## config.mk

```make
export PLATFORM = sky130hd
export DESIGN_NAME = sti_byte_packer
export DESIGN_NICKNAME = d
export VERILOG_FILES = /design/src/rtl/sti_pkg.sv /design/src/rtl/sti_byte_fifo.sv /design/src/rtl/sti_byte_packer.sv
export SDC_FILE = /design/constraint.sdc
export NUM_CORES = 1
export LEC_CHECK = 0
export ABC_AREA = 1
export BUFFER_PORTS_ARGS = -buffer_cell sky130_fd_sc_hd__buf_2
export CORE_MARGIN = 3
export CORE_UTILIZATION = 44
export DETAILED_ROUTE_END_ITERATION = 7
export PLACE_DENSITY_LB_ADDON = 0.15
export SYNTH_ARGS = -nofsm -noshare
export SYNTH_HDL_FRONTEND = slang
export SYNTH_SLANG_ARGS = --single-unit
export TNS_END_PERCENT = 50
```

## constraint.sdc

```tcl
create_clock -name clk -period 2.43 [get_ports clk]
set_input_delay 0.1215 -clock clk [delete_from_list [all_inputs] [get_ports clk]]
set_output_delay 0.1215 -clock clk [all_outputs]
set_load 0.03 [all_outputs]
```

## src/rtl/sti_pkg.sv

```systemverilog
// sti_pkg: shared types and constants for the STI receive path.
//   BYTE_W              byte width
//   FIFO_DEPTH_DEF      default byte FIFO depth
//   fifo_entry_t        FIFO entry: last-byte-of-frame flag plus data byte
//   sti_state_t         packer FSM states (explicit legacy encodings)
package sti_pkg;

    localparam int unsigned BYTE_W         = 8;
    localparam int unsigned FIFO_DEPTH_DEF = 4;

    typedef struct packed {
        logic              last;
        logic [BYTE_W-1:0] data;
    } fifo_entry_t;

    typedef enum logic [0:0] {
        IDLE  = 1'b0,
        SHIFT = 1'b1
    } sti_state_t;

endpackage

```

## src/rtl/sti_byte_fifo.sv

```systemverilog
// sti_byte_fifo: synchronous FIFO of fifo_entry_t with pointer+1-bit occupancy.
//   clk, reset   clock, asynchronous active-high reset
//   push         write push_data (accepted when not full, or when full with a pop)
//   push_data    entry to write
//   pop          consumer request; honoured only when not empty
//   head         entry at the read pointer
//   empty, full  occupancy flags
//   drop         pulse: a push was refused because the FIFO was full
module sti_byte_fifo
    import sti_pkg::*;
#(
    parameter int unsigned DEPTH = FIFO_DEPTH_DEF
) (
    input  logic        clk,
    input  logic        reset,
    input  logic        push,
    input  fifo_entry_t push_data,
    input  logic        pop,
    output fifo_entry_t head,
    output logic        empty,
    output logic        full,
    output logic        drop
);

    localparam int unsigned AW = $clog2(DEPTH);

    fifo_entry_t   mem [DEPTH];
    logic [AW:0]   wr_ptr;
    logic [AW:0]   rd_ptr;
    logic          pop_ok;
    logic          push_ok;

    assign empty   = (wr_ptr == rd_ptr);
    assign full    = (wr_ptr[AW] != rd_ptr[AW]) &&
                     (wr_ptr[AW-1:0] == rd_ptr[AW-1:0]);
    assign pop_ok  = pop && !empty;
    // A pop in the same cycle frees the slot being written, so a full FIFO
    // still accepts the push; an empty FIFO never pops the incoming entry.
    assign push_ok = push && (!full || pop_ok);
    assign drop    = push && !push_ok;
    assign head    = mem[rd_ptr[AW-1:0]];

    always_ff @(posedge clk or posedge reset) begin
        if (reset) begin
            wr_ptr <= '0;
            rd_ptr <= '0;
            for (int unsigned i = 0; i < DEPTH; i++) begin
                mem[i] <= '0;
            end
        end else begin
            if (push_ok) begin
                mem[wr_ptr[AW-1:0]] <= push_data;
                wr_ptr              <= wr_ptr + 1'b1;
            end
            if (pop_ok) begin
                rd_ptr <= rd_ptr + 1'b1;
            end
        end
    end

endmodule

```

## src/rtl/sti_byte_packer.sv

```systemverilog
// sti_byte_packer: rebuilds STI serial frames into MSB-first bytes and queues
// them with a last-byte flag behind a ready/valid interface.
//   clk, reset   clock, asynchronous active-high reset
//   so_valid     serial qualifier, high for a whole frame
//   so_data      serial bit, bit 7 of each byte first
//   byte_ready   consumer accepts the head byte
//   byte_valid   FIFO not empty
//   byte_data    head byte
//   frame_end    head byte is the last of its frame
//   frame_cnt    frames terminated, wrapping
//   overflow     sticky: byte dropped on full FIFO
//   frame_err    sticky: frame ended with a partial byte
module sti_byte_packer
    import sti_pkg::*;
#(
    parameter int unsigned FIFO_DEPTH = FIFO_DEPTH_DEF
) (
    input  logic              clk,
    input  logic              reset,
    input  logic              so_valid,
    input  logic              so_data,
    input  logic              byte_ready,
    output logic              byte_valid,
    output logic [BYTE_W-1:0] byte_data,
    output logic              frame_end,
    output logic [7:0]        frame_cnt,
    output logic              overflow,
    output logic              frame_err
);

    sti_state_t        state;
    sti_state_t        state_nxt;
    logic [BYTE_W-1:0] sh;
    logic [2:0]        bit_cnt;
    logic [BYTE_W-1:0] pend;
    logic              pend_v;
    logic [BYTE_W-1:0] new_byte;
    logic              byte_done;
    logic              frame_fin;
    logic              push;
    fifo_entry_t       push_data;
    fifo_entry_t       head;
    logic              empty;
    logic              full;
    logic              drop;

    assign new_byte  = {sh[6:0], so_data};
    assign byte_done = so_valid && (bit_cnt == 3'd7);
    // SHIFT is held exactly while the previous so_valid was high, so the
    // state register doubles as the delayed qualifier for edge detection.
    assign frame_fin = (state == SHIFT) && !so_valid;
    // A byte stays pending until the next one completes or the frame ends,
    // which is what lets the last byte carry its flag.
    assign push      = pend_v && (byte_done || frame_fin);
    assign push_data = '{last: frame_fin, data: pend};

    always_comb begin
        state_nxt = state;
        case (state)
            IDLE:    if (so_valid)  state_nxt = SHIFT;
            SHIFT:   if (frame_fin) state_nxt = IDLE;
            default: state_nxt = IDLE;
        endcase
    end

    always_ff @(posedge clk or posedge reset) begin
        if (reset) begin
            state     <= IDLE;
            sh        <= '0;
            bit_cnt   <= '0;
            pend      <= '0;
            pend_v    <= 1'b0;
            frame_cnt <= '0;
            overflow  <= 1'b0;
            frame_err <= 1'b0;
        end else begin
            state <= state_nxt;
            if (so_valid) begin
                sh      <= new_byte;
                bit_cnt <= bit_cnt + 3'd1;
            end
            if (byte_done) begin
                pend   <= new_byte;
                pend_v <= 1'b1;
            end
            if (frame_fin) begin
                pend_v    <= 1'b0;
                bit_cnt   <= '0;
                frame_cnt <= frame_cnt + 8'd1;
                if (bit_cnt != 3'd0) begin
                    frame_err <= 1'b1;
                end
            end
            if (drop) begin
                overflow <= 1'b1;
            end
        end
    end

    sti_byte_fifo #(
        .DEPTH (FIFO_DEPTH)
    ) u_fifo (
        .clk       (clk),
        .reset     (reset),
        .push      (push),
        .push_data (push_data),
        .pop       (byte_ready),
        .head      (head),
        .empty     (empty),
        .full      (full),
        .drop      (drop)
    );

    assign byte_valid = !empty;
    assign byte_data  = head.data;
    assign frame_end  = head.last;

endmodule

```

==> metrics.csv, run 1 <==
metric,value,unit
status,"finished, final reports clean",
yosysWarnings,0,
grt_overflow,0,
cts-root-buf,clkbuf_8,
layout.nets,416,
core,7290,um2
rows,31,
final_util,51.4,%
ctsLongestPathBuffers,2,
boundaryPins,25,
post_cts_buffers,0,
p_leak,1.95,nW
synthDistinctLibCells,26,
path_class,register to register,
period_share,82.0,%
grt_max_degree,50,
drv_cap,0,
slew_headroom,64.7,%
area_growth,12.2,%
track_usage,18.7,%
postSynthCellCount,377,
synth-seq-area-share,53.9,%
crit_arrival,2.27,ns
worstPathMaxFanout,30,
min_path_type,primary input to register,
synth-seq-cells,72,
clk_pin_slew,0.07,ns
postRouteAntennaNets,0,
vias_per_cell,5.14,
num_antenna_cells,0,
wl,7340,um
cpPeakStageDelay,0.45,ns
vdd.ir_drop.worst,0.565,mV
power_density,1080,nW/um2
h-tree-depth,3,
wire_per_inst,14.5,um
clk_latency,0.34,ns
total_power,4.04,mW
dieArea,8680,um2
hold_viol,0,
syn_nets,391,
cp-start-kind,register,
post-dp-hpwl,4820,um
syn_area,3340,um2
setup_viol,0,
antenna_found_initial,0,
numCtsBuffers,9,
finalSetupTns,0,ns
syn_area_per_cell,8.86,um2
drive_above_1_share,14.3,%
cp_common_cell,ha_1,
crit_chain,"ha_1, ha_1, nand2_4, a21oi_4, buf_4, nand4_1, nand2_1",
drc_errors,0,
rsz0062_at_grt,false,
grt_pass1_wl,12600,um
die_w,93.2,um
vias,2599,
worstHoldStart,so_data,
cp_top_family,compound AO/OA/AOI/OAI gates,
worst-path-buf-inv,1,
grt_pass1_vias,2560,
crit_required,2.71,ns
finalCriticalPeriod,1.99,ns
initial_core_util,45.8,%
reg2reg_from,bit_cnt[0]$_DFFE_PP0P_,
fmax,0.502,GHz
worst_pin_slew,0.529,ns
chipHeight,93.2,um
cts_num_sinks,72,
drtIter0Drc,145,
cts_tree,yes,
mostFrequentLayoutCells,"117 x nand2_1, 72 x dfrtp_1, 37 x nand4_1, 35 x o21ai_0",
slowest_stage,a21oi_4,
final_common_cell,nand2_1,
place_congestion,0.760,
drt-pass1-iter-count,4,
maxSlewViolCount,0,
skew,0.0118,ns
end_kind,register,
portBuffers,24,
crit_start,bit_cnt[0]$_DFFE_PP0P_,
==> routing by layer <==
layer | up-vias | global-route usage [%] | share of wire [%]
met5 | - | 0 | 0
met4 | 0 | 6.96 | 1.5
met3 | 9 | 2.90 | 3.0
met2 | 33 | 30.2 | 48
met1 | 1254 | 25.6 | 48
li1 | 1303 | - | -
==> final timing paths <==
path                            slack, ns                          to  cells past startpoint
worst max-delay path                 0.44  u_fifo.mem[30]$_DFFE_PP0P_                      7
worst min-delay path                 0.02           sh[0]$_DFFE_PP0P_                      3
worst max register to register       0.44  u_fifo.mem[30]$_DFFE_PP0P_                      7
min in group asynchronous            0.37    frame_cnt[5]$_DFFE_PP0P_                      3
worst min register to register       0.46        overflow$_DFFE_PP0P_                      2
max in group asynchronous            1.42  u_fifo.mem[10]$_DFFE_PP0P_                      4
==> synth_stat cells, drive strengths merged <==
cell	instances	area, um2
a21oi	1	16.3
a22o	2	17.5
buf	7	61.3
clkbuf	14	52.6
dfrtp	72	1800
ha	9	113
inv	24	90.1
mux2	1	11.3
nand2	119	457
nand3	12	80.1
nand4	37	231
nor2	25	96.4
nor3	1	5.00
o21ai	35	175
o21bai	1	7.51
o22ai	9	56.3
xnor2	4	35.0
xor2	4	35.0
==> state kept, by name, summed over array words and instances (netlist names) <==
name           cells
bit_cnt            3
frame_cnt          8
frame_err          1
overflow           1
pend               8
pend_v             1
sh                 7
state              1
u_fifo.mem        36
u_fifo.rd_ptr      3
u_fifo.wr_ptr      3
==> final cells by class <==
cell class / instances / area [um2]
clock buffers: 12 / 135
clock inverters: 4 / 45.0
fillers: 760 / 3540
inverters: 24 / 90.1
multi-input cells: 260 / 1340
flip-flops and latches: 72 / 1800
well taps: 99 / 124
repair buffers: 35 / 218
==> metrics by stage <==
stage,cells,setup slack [ns],hold slack (ns),area [um2]
final,506,0.436,0.0215,3750
after global routing,506,0.225,0.0511,3750
after CTS,506,0.432,0.0220,3750
after detailed placement,489,0.448,0.199,3560
after global placement,489,0.495,0.204,3560
after floorplan,377,0.484,0.242,3340
==> worst reg2reg max path, stage by stage, from the launching register on <==
cell and delay (ns):
dfrtp_1 0.38, ha_1 0.16, ha_1 0.18, nand2_4 0.13, a21oi_4 0.45, buf_4 0.39, nand4_1 0.15, nand2_1 0.09
==> report_power, final <==
| group | total [mW] | leakage [nW] | internal (mW) | switching [mW] |
|---|---|---|---|---|
| sequential | 1.63 | 0.959 | 1.39 | 0.234 |
| combinational | 1.52 | 0.893 | 0.483 | 1.03 |
| clock | 0.892 | 0.0941 | 0.471 | 0.421 |
| total | 4.04 | 1.95 | 2.35 | 1.69 |
==> timing repair <==
action | 4_1_cts | 5_1_grt
hold buffers | 1 | 0
resized for setup | 0 | 0
hold endpoints to repair | 23 | 0
==> logic make-up after synthesis <==
logic type,synth area share [%]
AND/OR/NAND/NOR,26.0
flip-flops,53.9
AO/OA/AOI/OAI,8.16
buffers and inverters,6.10
adder cells (fa/ha/maj),3.37
XOR/XNOR,2.10
multiplexers,0.337
No activity file was read; power rests on OpenSTA's default activity.
==> run 2, diff against run 1 <==
ABC_AREA = 0   (was 1)
clock period = 1.8 ns   (was 2.43 ns; I/O delays follow)
==> run 2 against run 1 <==
Net effect: total power increased by 35%; utilization increased by 5.9 points; sequential share of layout area decreased by 2.6 points; clock skew increased by 0.0019 ns; first-iteration DRC count decreased by 57%; combinational power increased by 14%; sequential cell count unchanged; critical endpoint is now u_fifo.mem[6]$_DFFE_PP0P_.
==> metrics.csv, run 2 <==
metric,value,unit,change
drt-pass1-iter-count,4,,unchanged
place_congestion,0.679,,was 0.760
grt_max_degree,73,,was 50
rows,30,,was 31
largest_register_ffs,36,,unchanged
reg_top3,"u_fifo.mem: 36 flops, frame_cnt: 8 flops, pend: 8 flops",,unchanged
fin_ws,0.00662,ns,was 0.436 ns
h-tree-depth,3,,unchanged
synth-seq-cells,72,,unchanged
period_share,99.6,%,was 82.0%
grt_pass1_vias,1792,,was 2560
fillCellCount,586,,was 760
skew,0.0137,ns,was 0.0118 ns
min_path_type,primary input to register,,unchanged
synth.top_cells.by_count,"72 x dfrtp_1, 47 x mux2_2, 10 x xnor2_1",,"was 117 x nand2_1, 72 x dfrtp_1, 37 x nand4_1"
slew_headroom,74.1,%,was 64.7%
worstPathMaxFanout,5,,was 30
vdd.ir_drop.worst,0.625,mV,was 0.565 mV
clk_pin_slew,0.08,ns,was 0.07 ns
track_usage,14.9,%,was 18.7%
status,"finished, final reports clean",,unchanged
syn_nets,220,,was 391
numCtsBuffers,9,,unchanged
end_kind,register,,unchanged
largest-register,u_fifo.mem,,unchanged
die_w,91.3,um,was 93.2 um
crit_start,bit_cnt[0]$_DFFE_PP0P_,,unchanged
fmax,0.558,GHz,was 0.502 GHz
antenna_found_initial,0,,unchanged
place_ws,-0.0103,ns,was 0.448 ns
dieArea,8330,um2,was 8680 um2
worstHoldStart,byte_ready,,was so_data
worst_pin_slew,0.388,ns,was 0.529 ns
drtIter0Drc,62,,was 145
synth_top_area_share,56.3,%,was 53.9%
path_class,register to register,,unchanged
vias,1857,,was 2599
drc_errors,0,,unchanged
synthDistinctLibCells,32,,was 26
wl,6220,um,was 7340 um
regArea,1800,um2,unchanged
drive_above_1_share,51.1,%,was 14.3%
ctsLongestPathBuffers,2,,unchanged
power_density,1370,nW/um2,was 1080 nW/um2
core,6910,um2,was 7290 um2
rrSetupSlack,0.007,ns,was 0.44 ns
post-dp-hpwl,3550,um,was 4820 um
wire_per_inst,17.3,um,was 14.5 um
p_leak,1.92,nW,was 1.95 nW
yosysWarnings,0,,unchanged
chipHeight,91.3,um,was 93.2 um
layout.nets,273,,was 416
finalCriticalPeriod,1.79,ns,was 1.99 ns
initial_core_util,46.3,%,was 45.8%
syn_area,3200,um2,was 3340 um2
mostFrequentLayoutCells,"72 x dfrtp_1, 38 x mux2_2, 23 x buf_2, 14 x buf_4, 13 x mux2_4",,"was 117 x nand2_1, 72 x dfrtp_1, 37 x nand4_1, 35 x o21ai_0"
total_power,5.44,mW,was 4.04 mW
syn_area_per_cell,15.5,um2,was 8.86 um2
hold_viol,0,,unchanged
cts-root-buf,clkbuf_8,,unchanged
cp-start-kind,register,,unchanged
yosysMostFrequentCell,dfrtp_1,,was nand2_1
vias_per_cell,5.16,,was 5.14
rsz0062_at_grt,true,,was false
grt_overflow,0,,unchanged
cts_tree,yes,,unchanged
area_growth,23.9,%,was 12.2%
grt_pass1_wl,9370,um,was 12600 um
num_antenna_cells,0,,unchanged
synth_area_leaders,"dfrtp_1 56%, mux2_2 17%, mux4_2 6.3%, ha_1 3.5%, xnor2_1 2.7%",,"was dfrtp_1 54%, nand2_1 13%, nand4_1 6.9%, o21ai_0 5.2%, ha_1 3.4%"
reg2reg_from,bit_cnt[0]$_DFFE_PP0P_,,unchanged
setup_viol,0,,unchanged
crit_required,2.03,ns,was 2.71 ns
portBuffers,24,,unchanged
drv_cap,0,,unchanged
crit_arrival,2.03,ns,was 2.27 ns
clk_latency,0.35,ns,was 0.34 ns
cts_num_sinks,72,,unchanged
synth-seq-area-share,56.3,%,was 53.9%
synth_ff_type,dfrtp_1,,unchanged
async_flop_share,100,%,unchanged
postRouteAntennaNets,0,,unchanged
multi_input_area,1480,um2,was 1340 um2
synth_edf_count,0,,unchanged
final_common_cell,dfrtp_1,,was nand2_1
postSynthCellCount,206,,was 377
finalSetupTns,0,ns,unchanged
yosysTopAreaCell,dfrtp_1,,unchanged
holdWs,0.0785,ns,was 0.0215 ns
boundaryPins,25,,unchanged
maxSlewViolCount,0,,unchanged
[run 2: repair_timing]
item | CTS | global route
cloned | 0 | 5
gates resized for setup | 2 | 22
endpoints found under the hold margin | 74 | 0
endpoints found under the setup margin | 22 | 47
pin swaps | 3 | 11
buffers inserted | 0 | 3
hold buffers | 2 | 0
[run 2: metrics by stage]
step	utilization, %	instances	area [um2]
2_1_floorplan	-	206	3200
3_3_place_gp	51.2	334	3530
3_5_place_dp	51.2	334	3530
4_1_cts	54.8	352	3790
5_1_grt	57.4	360	3960
6_report	57.4	360	3960
[run 2: final timing paths]
check / cells past startpoint / endpoint
setup / recovery: 7 / u_fifo.mem[6]$_DFFE_PP0P_
hold / removal: 3 / u_fifo.rd_ptr[2]$_DFFE_PP0P_
setup reg to reg: 7 / u_fifo.mem[6]$_DFFE_PP0P_
hold reg to reg: 1 / frame_err$_DFFE_PP0P_
max in group asynchronous: 4 / u_fifo.mem[24]$_DFFE_PP0P_
min in group asynchronous: 4 / u_fifo.mem[28]$_DFFE_PP0P_
[run 2: power breakdown]
part | internal (mW) | leakage (nW) | total (mW) | switching, mW
clock network | 0.788 | 0.103 | 1.42 | 0.636
registers | 1.95 | 0.947 | 2.27 | 0.324
logic | 0.846 | 0.869 | 1.74 | 0.895
total | 3.58 | 1.92 | 5.44 | 1.86
[run 2: kinds of logic (layout without fill, tap and decap cells)]
kind of cell	count (synthesis)	count (layout)	share of synthesized area, %
XOR/XNOR	13	13	3.80
flip-flops	72	72	56.3
buffers and inverters	13	66	1.60
AO/OA/AOI/OAI	8	8	1.68
multiplexers	64	64	25.9
adder cells (fa/ha/maj)	9	9	3.52
AND/OR/NAND/NOR	27	32	7.16
[run 2: final cells by class]
cell class,instances,share of cell area [%]
Sequential cell,72,45.5
Multi-Input combinational cell,126,37.3
Timing Repair Buffer,43,7.86
Clock buffer,10,3.22
Tap cell,96,3.03
Clock inverter,6,2.34
Inverter,7,0.758
[run 2: layer usage]
layer,part of all wire [%],GRT usage (%)
met3,3.1,4.31
met4,1.7,6.78
met1,47,20.5
met5,0,0
met2,49,21.6
[run 2: worst max-delay path, stage by stage, from the launching register on]
cell and delay, ns:
dfrtp_1 0.37, ha_2 0.20, ha_4 0.13, mux2i_2 0.07, buf_6 0.15, nor2_4 0.24, nand3_4 0.19, mux2_4 0.34
==> run 3, diff against run 2 <==
RECOVER_POWER = 100   (was not set)
==> run 3 against run 2 <==
Net effect: non-clock buffer count did not move; sequential power hardly changed; cell area decreased by 0.60%; die area unchanged; worst setup slack worse by 0.0035 ns; worst hold slack worse by 0.0013 ns; sequential cell count unchanged; critical path depth stayed put; global-route usage is the same.
==> metrics.csv, run 3 (same netlist as run 2, synthesis figures left out) <==
metric,value,unit,change
mostFrequentLayoutCells,"72 x dfrtp_1, 38 x mux2_2, 17 x buf_2, 13 x mux2_4, 13 x buf_4",,"was 72 x dfrtp_1, 38 x mux2_2, 23 x buf_2, 14 x buf_4, 13 x mux2_4"
end_kind,register,,unchanged
cp-start-kind,register,,unchanged
grt_util_met1,20.5,%,unchanged
min_path_type,primary input to register,,unchanged
cts_num_sinks,72,,unchanged
h-tree-depth,3,,unchanged
layout.cells.non_filler,360,,unchanged
skew,0.0128,ns,was 0.0137 ns
initial_core_util,46.3,%,unchanged
cp.depth,7,,unchanged
post-dp-hpwl,3550,um,unchanged
antenna_found_initial,0,,unchanged
path_class,register to register,,unchanged
dieArea,8330,um2,unchanged
period_share,99.8,%,was 99.6%
grt_overflow,0,,unchanged
crit_required,2.03,ns,about the same
pwr-share-seq,41.9,%,was 41.8%
grt_pass1_wl,9370,um,unchanged
vdd.ir_drop.worst,0.624,mV,was 0.625 mV
finalSetupTns,0,ns,unchanged
crit_start,bit_cnt[0]$_DFFE_PP0P_,,unchanged
place_area,3530,um2,unchanged
reg2reg_from,bit_cnt[0]$_DFFE_PP0P_,,unchanged
crit_chain,"ha_2, ha_4, mux2i_2, buf_6, nor2_4, nand3_4, mux2_4",,unchanged
worst_pin_slew,0.966,ns,was 0.388 ns
drt-pass1-iter-count,4,,unchanged
rsz0062_at_grt,true,,unchanged
reg_top3,"u_fifo.mem: 36 flops, frame_cnt: 8 flops, pend: 8 flops",,unchanged
hold_viol,0,,unchanged
slew_headroom,35.6,%,was 74.1%
drv_cap,0,,unchanged
maxSlewViolCount,0,,unchanged
p_switching,1.86,mW,about the same
clk_latency,0.35,ns,about the same
cts_tree,yes,,unchanged
rrSetupSlack,0.003,ns,was 0.007 ns
use_met3,4.31,%,unchanged
place_ws,-0.0103,ns,unchanged
fmax,0.557,GHz,was 0.558 GHz
cell_internal_pwr,3.58,mW,about the same
finalInstanceArea,3940,um2,was 3960 um2
finalCriticalPeriod,1.80,ns,was 1.79 ns
final_common_cell,dfrtp_1,,unchanged
vias,1843,,was 1857
largest_register_ffs,36,,unchanged
dp_cells,334,,unchanged
endpoint,u_fifo.mem[4]$_DFFE_PP0P_,,was u_fifo.mem[6]$_DFFE_PP0P_
crit_arrival,2.03,ns,about the same
core,6910,um2,unchanged
numCtsBuffers,9,,unchanged
worstPathMaxFanout,5,,unchanged
portBuffers,24,,unchanged
layout.nets,273,,unchanged
wl,6200,um,was 6220 um
track_usage,14.9,%,unchanged
chipHeight,91.3,um,unchanged
place_congestion,0.679,,unchanged
r2r_end,u_fifo.mem[4]$_DFFE_PP0P_,,was u_fifo.mem[6]$_DFFE_PP0P_
clk_pin_slew,0.08,ns,about the same
postRouteAntennaNets,0,,unchanged
area_growth,23.2,%,was 23.9%
grt_pass1_vias,1792,,unchanged
grt_max_degree,73,,unchanged
cpPeakStageDelay,0.37,ns,about the same
r2r_cells,7,,unchanged
vias_per_cell,5.12,,was 5.16
grt_use_met2,21.6,%,unchanged
slowest_stage,dfrtp_1,,unchanged
num_antenna_cells,0,,unchanged
largest-register,u_fifo.mem,,unchanged
fin_ws,0.00308,ns,was 0.00662 ns
cts-root-buf,clkbuf_8,,unchanged
worst-path-buf-inv,1,,unchanged
cp_top_family,simple AND/OR/NAND/NOR gates,,unchanged
die_w,91.3,um,unchanged
setup_viol,0,,unchanged
drc_errors,0,,unchanged
boundaryPins,25,,unchanged
drtIter0Drc,63,,was 62
p_comb_share,31.9,%,was 32.0%
status,"finished, final reports clean",,unchanged
wire_per_inst,17.2,um,was 17.3 um
drive_above_1_share,48.5,%,was 51.1%
clockPowerShare,26.2,%,about the same
swShare,34.2,%,was 34.1%
p_leak,1.90,nW,was 1.92 nW
ctsLongestPathBuffers,2,,unchanged
rows,30,,unchanged
busiest_layer,met2,,unchanged
power_density,1380,nW/um2,was 1370 nW/um2
total_power,5.44,mW,about the same
==> run 3: cell count changes in the layout (fill, tap and decap cells not counted) <==
cell      before  now
buf_12         3    2
buf_4         14   13
buf_2         23   17
clkbuf_1       1    8
clkbuf_4       0    1
==> run 3: how the worst min path moves through the flow <==
stage,cells after the start,endpoint,startpoint,slack (ns)
2_1_floorplan,1,pend[0]$_DFFE_PP0P_,so_data,0.24
3_3_place_gp,3,frame_cnt[3]$_DFFE_PP0P_,reset,0.23
3_5_place_dp,3,u_fifo.wr_ptr[0]$_DFFE_PP0P_,reset,0.23
4_1_cts,3,u_fifo.rd_ptr[2]$_DFFE_PP0P_,byte_ready,0.07
5_1_grt,3,u_fifo.rd_ptr[2]$_DFFE_PP0P_,byte_ready,0.07
6_report,3,u_fifo.rd_ptr[2]$_DFFE_PP0P_,byte_ready,0.08
==> run 3: layout make-up <==
| type | instances | area (um2) |
|---|---|---|
| Sequential cell | 72 | 1800 |
| Clock buffer | 10 | 128 |
| Tap cell | 96 | 120 |
| Clock inverter | 6 | 92.6 |
| Multi-Input combinational cell | 126 | 1480 |
| Fill cell | 590 | 2970 |
| Inverter | 7 | 30.0 |
| Timing Repair Buffer | 43 | 288 |
==> run 3: per-stage QoR <==
step / util, % / hold slack [ns]
2_1_floorplan: - / 0.241
3_3_place_gp: 51.2 / 0.229
3_5_place_dp: 51.2 / 0.229
4_1_cts: 54.8 / 0.0722
5_1_grt: 57.0 / 0.0732
6_report: 57.0 / 0.0772
==> run 3: power groups by stage <==
stage / combinational, mW / sequential, mW / clock, mW
2_1_floorplan: 1.01 / 2.33 / 0
3_3_place_gp: 1.55 / 2.28 / 0
3_5_place_dp: 1.57 / 2.28 / 0
4_1_cts: 1.60 / 2.26 / 1.44
5_1_grt: 1.88 / 2.33 / 1.54
6_report: 1.73 / 2.28 / 1.43
==> run 3: per-layer routing <==
metal / up-vias / wire length (um) / part of all wire, %
li1: 855 / - / -
met1: 955 / 2960 / 48
met2: 26 / 2970 / 48
met3: 7 / 178 / 2.9
met4: 0 / 92 / 1.5
met5: - / 0 / 0
==> run 3: timing repair <==
action,4_1_cts,5_1_grt
endpoints found under the setup margin,22,47
cloned,0,5
resized for setup,2,22
hold buffers,2,0
buffers inserted,0,3
pin swaps,3,11
hold endpoints to repair,74,0
==> run 3: tightest hold or removal path: stages <==
cell	delay [ns]
buf_2	0.11
nand4_1	0.09
o311ai_0	0.09
